File: src/rtl/mitch_log_div_pipe.sv
// Pipelined signed 16-bit Mitchell logarithmic divider, Q16.16 magnitude + sign, 3-cycle latency.
// Optional bias term enabled by defining MITCH_DIV_BIAS_EN.
module mitch_log_div_pipe #(
  parameter int unsigned FRAC_W = 5
) (
  input  logic        clk,
  input  logic        rst_n,
  input  logic        in_valid,
  output logic        in_ready,
  input  logic [15:0] dividend,
  input  logic [15:0] divisor,
  output logic        out_valid,
  input  logic        out_ready,
  output logic [31:0] quo_mag,
  output logic        quo_neg,
  output logic        div_by_zero
);

  localparam int unsigned LXW = 4 + FRAC_W;
  localparam int unsigned LW  = 6 + FRAC_W;

  // Log encoding {leading-one index, FRAC_W truncated bits below it}
  function automatic logic [LXW-1:0] log_enc(input logic [15:0] m);
    logic [3:0]  k;
    logic [15:0] norm;
    k = 4'd0;
    for (int i = 0; i < 16; i++) begin
      if (m[i]) k = 4'(i);
    end
    norm = m << (4'd15 - k);
    return {k, norm[14 -: FRAC_W]};
  endfunction

  logic           s1_v_q, s2_v_q, s3_v_q;
  logic           s1_en, s2_en, s3_en;
  logic [LXW-1:0] s1_lx_q, s1_ly_q, s1_lx_d, s1_ly_d;
  logic           s1_neg_q, s1_dz_q, s1_zero_q, s1_neg_d, s1_dz_d, s1_zero_d;
  logic [LW-1:0]  s2_l_q, s2_l_d;
  logic           s2_neg_q, s2_dz_q, s2_zero_q;
  logic [31:0]    quo_mag_q, quo_mag_d;
  logic           quo_neg_q, div_by_zero_q;
  logic [15:0]    mag_a, mag_b;
  logic [4:0]     sh;

  // Stall chain: a stage loads when empty or when its contents move on
  always_comb begin
    s3_en = ~s3_v_q | out_ready;
    s2_en = ~s2_v_q | s3_en;
    s1_en = ~s1_v_q | s2_en;
  end

  // Stage 1: abs, leading-one detect, normalise, zero flags, sign
  always_comb begin
    mag_a     = dividend[15] ? 16'(-dividend) : dividend;
    mag_b     = divisor[15]  ? 16'(-divisor)  : divisor;
    s1_lx_d   = log_enc(mag_a);
    s1_ly_d   = log_enc(mag_b);
    s1_dz_d   = (divisor == 16'd0);
    s1_zero_d = (dividend == 16'd0);
    s1_neg_d  = dividend[15] ^ divisor[15];
    if (s1_dz_d)        s1_neg_d = dividend[15];
    else if (s1_zero_d) s1_neg_d = 1'b0;
  end

  // Stage 2: log subtraction
  always_comb begin
`ifdef MITCH_DIV_BIAS_EN
    s2_l_d = LW'(s1_lx_q) - LW'(s1_ly_q) + LW'(2);
`else
    s2_l_d = LW'(s1_lx_q) - LW'(s1_ly_q);
`endif
  end

  // Stage 3: antilog; integer part (-15..15) offset by 15 to a non-negative shift
  always_comb begin
    sh        = 5'(s2_l_q[LW-1:FRAC_W] + 6'd15);
    quo_mag_d = 32'((48'({1'b1, s2_l_q[FRAC_W-1:0]}) << sh) >> (FRAC_W - 1));
    if (s2_dz_q)        quo_mag_d = 32'hFFFF_FFFF;
    else if (s2_zero_q) quo_mag_d = 32'd0;
  end

  always_ff @(posedge clk or negedge rst_n) begin
    if (!rst_n) begin
      s1_v_q        <= 1'b0;
      s2_v_q        <= 1'b0;
      s3_v_q        <= 1'b0;
      s1_lx_q       <= '0;
      s1_ly_q       <= '0;
      s1_neg_q      <= 1'b0;
      s1_dz_q       <= 1'b0;
      s1_zero_q     <= 1'b0;
      s2_l_q        <= '0;
      s2_neg_q      <= 1'b0;
      s2_dz_q       <= 1'b0;
      s2_zero_q     <= 1'b0;
      quo_mag_q     <= 32'd0;
      quo_neg_q     <= 1'b0;
      div_by_zero_q <= 1'b0;
    end else begin
      if (s1_en) begin
        s1_v_q <= in_valid;
        if (in_valid) begin
          s1_lx_q   <= s1_lx_d;
          s1_ly_q   <= s1_ly_d;
          s1_neg_q  <= s1_neg_d;
          s1_dz_q   <= s1_dz_d;
          s1_zero_q <= s1_zero_d;
        end
      end
      if (s2_en) begin
        s2_v_q <= s1_v_q;
        if (s1_v_q) begin
          s2_l_q    <= s2_l_d;
          s2_neg_q  <= s1_neg_q;
          s2_dz_q   <= s1_dz_q;
          s2_zero_q <= s1_zero_q;
        end
      end
      if (s3_en) begin
        s3_v_q <= s2_v_q;
        if (s2_v_q) begin
          quo_mag_q     <= quo_mag_d;
          quo_neg_q     <= s2_neg_q;
          div_by_zero_q <= s2_dz_q;
        end
      end
    end
  end

  assign in_ready    = s1_en;
  assign out_valid   = s3_v_q;
  assign quo_mag     = quo_mag_q;
  assign quo_neg     = quo_neg_q;
  assign div_by_zero = div_by_zero_q;

endmodule

File: config.mk
export PLATFORM = sky130hd
export DESIGN_NAME = mitch_log_div_pipe
export DESIGN_NICKNAME = d
export VERILOG_FILES = /design/src/rtl/mitch_log_div_pipe.sv
export SDC_FILE = /design/constraint.sdc
export NUM_CORES = 1
export LEC_CHECK = 0
export CAP_MARGIN = 10
export CELL_PAD_IN_SITES_DETAIL_PLACEMENT = 1
export CELL_PAD_IN_SITES_GLOBAL_PLACEMENT = 1
export CORE_MARGIN = 5
export CORE_UTILIZATION = 46
export DETAILED_ROUTE_END_ITERATION = 10
export GPL_ROUTABILITY_DRIVEN = 0
export HOLD_SLACK_MARGIN = 0.12
export PLACE_DENSITY = 0.95
export SLEW_MARGIN = 20
export SYNTH_ARGS = -nofsm -noshare
export SYNTH_HDL_FRONTEND = slang
export SYNTH_SLANG_ARGS = --single-unit
File: constraint.sdc
create_clock -name clk -period 7.25 [get_ports clk]
set_clock_uncertainty 0.15 [all_clocks]
set_input_delay 1.8125 -clock clk [delete_from_list [all_inputs] [get_ports clk]]
set_output_delay 1.8125 -clock clk [all_outputs]
set_load 0.02 [all_outputs]
# Yosys cells after proc, flatten, opt, wreduce, memory -nomap -nowiden
# Cells that the tools add are included.
[classes]
n_mux = 36
shift = 3
bitwise_logic = 7
n_reduce_logical = 5
n_addsub = 6
[ops]
columns = ["op", "n"]
rows = [
  ["$mux 4", 28],
  ["$mux 32", 2],
  ["$shl 6x5->36", 1],
  ["$logic_not 16->1", 2],
  ["$mux 16", 2],
  ["$neg 16->16", 2],
  ["$shl 16x4->15", 2],
  ["$sub 9x9->10", 1],
  ["$sub 4x4->4 const A", 2],
  ["$reduce_and 2->1", 3],
  ["$add 5x4->5 const B", 1],
  ["$mux 1", 4],
  ["$not 1->1", 3],
  ["$or 1x1->1", 3],
  ["$xor 1x1->1", 1],
]
[totals]
output_inout_bits = 36
register_bits = 71

# Logic depth before layout (Yosys ltp)
# Gate-level depths: netlist (run 1).
[depth]
word_depth = 19
mapped_depth = 15

# Worst setup path after synthesis (run 1)
# No wires, ideal clock.
[synth_path]
path_kind = "input to register"
startpoint = "in divisor[0]"
endpoint = "reg s1_ly_q[4]"
n_path_buf = 2
arrival_ps = 4961
path_stages = 14
setup_ps = 124
slack_ps = 2015
path_cell_list = "buf_6 -> inv_1 -> ha_1 -> or4b_4 -> buf_6 -> o41ai_1 -> or3_1 -> o311ai_2 -> a311oi_4 -> nand2_4 -> mux2_4 -> mux2i_1 -> mux2_2 -> a211o_1"
[synth_via]
elab_chain_len = 19
[synth_rtl]
columns = ["item", "line", "text"]
rows = [
  ["start, declared", "11", "input logic [15:0] divisor,"],
  ["$neg 16->16", "55", "mag_b = divisor[15] ? 16'(-divisor) : divisor;"],
  ["$mux 16 (*)", "55", ""],
  ["$mux 1", "28", "if (m[i]) k = 4'(i);"],
  ["$mux 4 (14 in a row)", "28", ""],
  ["$sub 4x4->4", "30", "norm = m << (4'd15 - k);"],
  ["$shl 16x4->15 (*)", "30", ""],
  ["end signal, assigned", "104", "s1_ly_q <= s1_ly_d;"],
  ["end, declared", "36", "logic [LXW-1:0] s1_lx_q, s1_ly_q, s1_lx_d, s1_ly_d;"],
]
# Mark *: on every way between the ends. The rest lies on a longest branch, timed or not.
# A chain may end at the register's enable or synchronous reset.

# Worst setup path after layout (run 1)
# Ends and elaborated chain as after synthesis.

==> results_dict.tcl, run 1 <==
set metrics [dict create \
    status "finished, final reports clean" \
    track_usage_pct 23.46 \
    period_share_pct 82.74 \
    hold_viol 0 \
    ys_ff_latch 71 \
    overflow 0 \
    die_x_um 124.6 \
    ys_types 79 \
    reg2reg_from "s2_l_q[5]" \
    cts_hold_buf 0 \
    cts-htree-levels 3 \
    hpwl_um 13820 \
    cp.depth 13 \
    power_density_nw_per_um2 317.1 \
    setup_viol 0 \
    die_h_um 124.6 \
    antenna_cells 0 \
    cts_tree "done" \
    wl_per_cell_um 19.70 \
    num_vias 5873 \
    nets 808 \
    max_stage_delay_ns 0.63 \
    cap_violations 0 \
    dieArea_um2 15520 \
    slowest_stage "o41ai_1" \
    areaGrowthSynthToFinish_pct 17.26 \
    power_switching_mw 0.9788 \
    grt_pass1_vias 6092 \
    crit_path_frequent_cell "mux2i_1" \
    max_freq_ghz 0.1667 \
    drt-vias-per-instance 6.281 \
    synth.net_count 773 \
    seqPwrFrac_pct 27.1 \
    dr.pass1.iters 5 \
    worstSetupPathType "primary input to register" \
    synth_warnings 0 \
    synth_edf_count 0 \
    p_sw_share_pct 43.61 \
    critPathRequiredTime_ns 7.32 \
    critPathCaptureType "register" \
    grt_max_degree 72 \
    worst_slew_pin_slew_ns 1.060 \
    ys.flop_type "dfrtp_1" \
    synth.avg_cell_area_um2 8.350 \
    cp-start-kind "primary input" \
    finalCriticalPeriod_ns 5.998 \
    fin_tns_setup_ns 0 \
    crit_arrival_ns 6.07 \
    drive_above_1_share_pct 8.388 \
    antenna_found_initial 0 \
    critical_path_buf_inv_count 2 \
    root_buffer "clkbuf_16" \
    cts_resized 0 \
    synthesis.area_um2 6037 \
    cts.clk_slew.worst_paths_ns 0.06 \
    worstPathCellList "clkdlybuf4s50_1 > inv_1 > ha_1 > or4b_4 > o41ai_1 > or3_1 > o311ai_2 > a311oi_4 > nand2_4 > mux2i_1 > mux2i_1 > mux2_2 > a211o_1" \
    drt_iter0_markers 371 \
    insertion_delay_ns 0.34 \
    grt_pass1_wl_um 30850 \
    synth-seq-area-share_pct 29.43 \
    initial_core_util_pct 47.45 \
    timing.rr.end "quo_mag[20]" \
    rsz0062_at_grt "false" \
    p_clk_share_pct 20.8 \
    synthCells 723 \
    hold_path.class "register to register" \
    endpoint "s1_ly_q[4]" \
    ios 72 \
    crit_start "divisor[0]" \
    max-clock-path-buffers 2 \
    final_core_util_pct 55.65 \
    relSlewSlack_pct 29.11 \
    reg2reg_depth 8 \
    leakage_nw 2.986 \
    internal-power_mw 1.266 \
    wl_um 18420 \
    crit_family "compound AO/OA/AOI/OAI gates" \
    io_buffers 71 \
    cp_max_fo 13 \
    peakVddDrop_mv 0.1496 \
    maxSlewViolCount 0 \
    synthArstFlopShare_pct 100.0 \
    power.share.combinational_pct 52.1 \
    drcViolationCount 0 \
    rows 41 \
    ant_nets 0 \
    cts_buffers 9 \
    postCtsSetupBuffers 0 \
    core-area_um2 12720 \
    reg2reg_setup_slack_ns 4.02 \
    cts_num_sinks 71 \
]
-- synthesized netlist by cell type (4+ instances only) --
library cell | count | share of area (%)
or4_1 | 5 | 0.62
nor4_1 | 7 | 0.73
nor2b_1 | 8 | 0.83
nand2b_1 | 13 | 1.3
a21o_1 | 5 | 0.62
mux2_2 | 16 | 3.0
or3_1 | 8 | 0.83
inv_1 | 31 | 1.9
a21boi_0 | 4 | 0.50
nor2_1 | 55 | 3.4
a32oi_1 | 6 | 0.87
xor2_1 | 21 | 3.0
a2bb2oi_1 | 4 | 0.58
buf_2 | 5 | 0.41
ha_1 | 13 | 2.7
a211oi_1 | 4 | 0.50
a211o_1 | 4 | 0.58
o31ai_1 | 14 | 1.7
nand3_1 | 13 | 1.1
o21ai_1 | 4 | 0.33
a21oi_1 | 32 | 2.7
o211ai_1 | 4 | 0.50
nand4_1 | 7 | 0.73
nor3_1 | 23 | 1.9
buf_6 | 5 | 0.93
o21ai_0 | 57 | 4.7
xnor2_1 | 14 | 2.0
o22ai_1 | 5 | 0.52
nand2_1 | 85 | 5.3
o41ai_1 | 4 | 0.58
dfrtp_1 | 71 | 29
and2_1 | 8 | 0.83
a22oi_1 | 5 | 0.62
clkbuf_1 | 37 | 2.3
buf_1 | 4 | 0.25
a221o_1 | 28 | 4.6
and3_1 | 7 | 0.73
mux2i_1 | 30 | 5.0
or2_2 | 4 | 0.41
-- sequential cells by signal, summed over array words and instances (netlist names) --
signal	flops
s2_neg_q	1
s1_zero_q	1
s1_dz_q	1
s2_zero_q	1
quo_mag	32
out_valid	1
s2_v_q	1
s1_v_q	1
s2_l_q	10
s1_lx_q	9
s1_neg_q	1
s1_ly_q	9
div_by_zero	1
s2_dz_q	1
quo_neg	1
-- final cells by class --
| class | instances | area [µm²] |
|---|---|---|
| Fill cell | 1564 | 5643 |
| Inverter | 31 | 116.4 |
| Sequential cell | 71 | 1777 |
| Tap cell | 172 | 215.2 |
| Timing Repair Buffer | 76 | 743.2 |
| Clock inverter | 6 | 85.08 |
| Clock buffer | 10 | 229.0 |
| Multi-Input combinational cell | 569 | 3914 |
-- cells in the final DEF (no fill, tap or decap), drive strengths merged, types with 8 or more instances in the layout --
master	n
clkbuf	10
nor2b	8
mux2	19
mux2i	30
xnor2	14
inv	31
nor4	8
and2	8
clkdlybuf4s50	70
ha	13
o21ai	62
nand2	86
a21oi	32
dfrtp	71
nor3	23
o31ai	14
a221o	28
nor2	55
or3	8
xor2	22
nand3	13
nand2b	13
-- worst reg2reg max path, stage by stage (launching register included) --
cell and delay (ns):
dfrtp_1 0.59, inv_1 0.19, ha_1 0.52, mux2_2 0.40, o21ai_0 0.30, o21ai_0 0.31
nand2_1 0.16, o31ai_1 0.13, a221o_1 0.37
-- metrics by stage --
step	area [µm²]	hold WS (ns)	total power, mW	std cells	setup WS, ns
6_report	7079	0.3330	2.244	935	1.252
4_1_cts	7064	0.3397	2.233	935	1.321
2_1_floorplan	6037	0.2946	1.347	723	2.015
3_5_place_dp	6750	0.3224	1.742	919	0.9702
5_1_grt	7079	0.3648	2.378	935	1.098
3_3_place_gp	6750	0.3122	1.660	919	1.273
-- kinds of logic (layout without fill, tap and decap cells) --
logic type | count (synthesis) | in the layout | synth area share (%)
AOI/OAI and AO/OA | 211 | 211 | 25.93
xor gates and xnor gates | 36 | 36 | 5.347
adders and majority gates | 14 | 14 | 3.026
buffers and inverters | 83 | 123 | 6.072
DFF | 71 | 71 | 29.43
muxes | 50 | 50 | 9.016
and+or+nand+nor | 258 | 258 | 21.18
-- worst min path at each step --
stage	start	depth (start not counted)	to
2_1_floorplan	s1_dz_q	2	s1_dz_q
3_5_place_dp	s1_ly_q[7]	2	s1_ly_q[7]
3_3_place_gp	div_by_zero	1	div_by_zero
4_1_cts	quo_mag[13]	2	quo_mag[13]
5_1_grt	s1_v_q	1	s2_v_q
6_report	quo_mag[13]	2	quo_mag[13]
-- power groups by stage --
stage               registers [mW]  clock network, mW  logic, mW
finish                       0.608              0.467       1.17
global route                 0.621              0.491       1.27
CTS                          0.606              0.472       1.16
detailed placement           0.610                  0       1.13
global placement             0.597                  0       1.06
floorplan                    0.654                  0      0.694
-- routing by layer --
| metal | vias to the layer above | share of wire, % | track usage (%) |
|---|---|---|---|
| met5 | - | 0 | 0 |
| li1 | 2746 | - | - |
| met2 | 177 | 52 | 42.40 |
| met4 | 0 | 2.9 | 9.220 |
| met3 | 40 | 3.8 | 3.388 |
| met1 | 2910 | 42 | 27.92 |
Note: power is estimated with default switching activity, not from simulation.
==> inputs of run 2 (changes only) <==
- CORE_UTILIZATION: 46 -> 39
- PLACE_DENSITY: 0.95 -> 0.88
- clock period: 7.25 -> 5.2 ns (I/O delays scaled with it)
==> results_dict.tcl, run 2 (synthesis results as in run 1) <==
set metrics [dict create \
    status "finished, final reports clean" \
    p_sw_share_pct 42.45 \
    drt-vias-per-instance 5.858 \
    worstSetupPathType "primary input to register" \
    antenna_found_initial 0 \
    seqPwrFrac_pct 26.7 \
    worst_slew_pin_slew_ns 0.9362 \
    hold_viol 0 \
    dieArea_um2 18070 \
    power_density_nw_per_um2 420.9 \
    antenna_cells 0 \
    wl_um 17920 \
    largest_reg_flops 32 \
    setup_ws_ns 0.2967 \
    drt_iter0_markers 306 \
    cts_num_sinks 71 \
    rsz0062_at_grt "false" \
    grt_max_degree 42 \
    critPathRequiredTime_ns 5.31 \
    cts-htree-levels 3 \
    fin_area_um2 7478 \
    finalPower_mw 3.147 \
    root_buffer "clkbuf_16" \
    rows 45 \
    finalCriticalPeriod_ns 4.903 \
    wl_per_cell_um 17.93 \
    layout_common_cells "85 x nand2_1, 71 x dfrtp_1, 70 x clkdlybuf4s50_1, 57 x o21ai_0, 55 x nor2_1" \
    cts_hold_buf 0 \
    nets 856 \
    layout_commonest_cell "nand2_1" \
    postCtsSetupBuffers 0 \
    hold_path.class "register to register" \
    io_buffers 71 \
    cts_tree "done" \
    drcViolationCount 0 \
    maxSlewViolCount 0 \
    track_usage_pct 19.95 \
    timing.hold.ws_ns 0.3404 \
    ios 72 \
    fillers 1820 \
    crit_arrival_ns 5.01 \
    grt_pass1_vias 5980 \
    dr.pass1.iters 4 \
    hpwl_um 13940 \
    peakVddDrop_mv 0.2057 \
    p_clk_share_pct 21.5 \
    cts.clk_slew.worst_paths_ns 0.06 \
    initial_core_util_pct 39.71 \
    cts_buffers 9 \
    die_h_um 134.4 \
    ant_nets 0 \
    cp_max_fo 14 \
    max-clock-path-buffers 2 \
    overflow 0 \
    placed_cell_area_um2 7131 \
    core-area_um2 15200 \
    fin_tns_setup_ns 0 \
    internal-power_mw 1.811 \
    insertion_delay_ns 0.34 \
    grt_pass1_wl_um 30070 \
    period_share_pct 94.29 \
    setup_viol 0 \
    power_switching_mw 1.336 \
    post-place-ws_ns -0.1195 \
    cap_violations 0 \
    relSlewSlack_pct 37.58 \
    max_freq_ghz 0.2039 \
    max_stage_delay_ns 0.67 \
    drive_above_1_share_pct 13.81 \
    areaGrowthSynthToFinish_pct 23.88 \
    die_x_um 134.4 \
    num_vias 5852 \
    slowest_stage "or4b_2" \
    critPathCaptureType "register" \
    cp-start-kind "primary input" \
    leakage_nw 3.222 \
    worstPathCellList "clkdlybuf4s50_1 > inv_1 > ha_1 > or4b_2 > o21ai_0 > xor2_1 > o21ai_0 > a31oi_1 > o21ai_2 > mux2i_1 > mux2i_1 > mux2_2 > o211ai_1" \
    power.share.combinational_pct 51.8 \
]
-- run 2: stage by stage --
stage | utilization, % | cells
final | 49.19 | 999
after global routing | 49.19 | 999
after CTS | 49.09 | 999
after detailed placement | 46.91 | 983
after global placement | 46.91 | 983
after floorplan | - | 723
-- run 2: what timing repair did --
action | 4_1_cts | 5_1_grt
endpoints found under the setup margin | 0 | 2
hold endpoints to repair | 0 | 0
gates resized for setup | 0 | 1
-- run 2: path summary, 6_finish.rpt --
check | startpoint | end | slack (ns) | depth (start not counted)
min in group asynchronous | rst_n | quo_mag[20] | 0.96 | 1
max reg2reg | s2_l_q[5] | quo_mag[20] | 2.21 | 8
max in group asynchronous | rst_n | s2_v_q | 2.97 | 2
max | dividend[0] | s1_lx_q[4] | 0.30 | 13
min | s1_v_q | s2_v_q | 0.34 | 1
min reg2reg | s1_v_q | s2_v_q | 0.34 | 1
-- run 2: per-layer routing --
| metal | up-vias | routed length [µm] | track usage, % | share of wire (%) |
|---|---|---|---|---|
| met5 | - | 0 | 0 | 0 |
| met4 | 0 | 393 | 6.222 | 2.2 |
| met3 | 32 | 550 | 2.701 | 3.1 |
| met2 | 115 | 9077 | 36.17 | 51 |
| met1 | 2868 | 7892 | 24.48 | 44 |
| li1 | 2837 | - | - | - |
-- run 2: cell type report --
type	count	area, µm²	area share [%]
clock buffer	10	239.0	3.196
clock inverter	6	92.59	1.238
inverter	31	116.4	1.556
multi-input combinational	569	3915	52.35
sequential	71	1777	23.76
tap	188	235.2	3.145
timing repair buffer	124	1104	14.76
-- run 2: power groups by stage --
stage          Sequential (mW)  Clock, mW  Combinational [mW]
2_1_floorplan            0.911          0               0.967
3_3_place_gp             0.836          0                1.54
3_5_place_dp             0.848          0                1.61
4_1_cts                  0.841      0.685                1.63
5_1_grt                  0.862      0.707                1.80
6_report                 0.840      0.677                1.63
-- run 2: worst max-delay path: cells and delay by family --
family / cells / cell delay [ns]
xor gates and xnor gates: 1 / 0.14
adders and majority gates: 1 / 0.27
and+or+nand+nor: 1 / 0.67
AOI/OAI and AO/OA: 5 / 1.32
muxes: 3 / 0.76
buffers and inverters: 2 / 0.55
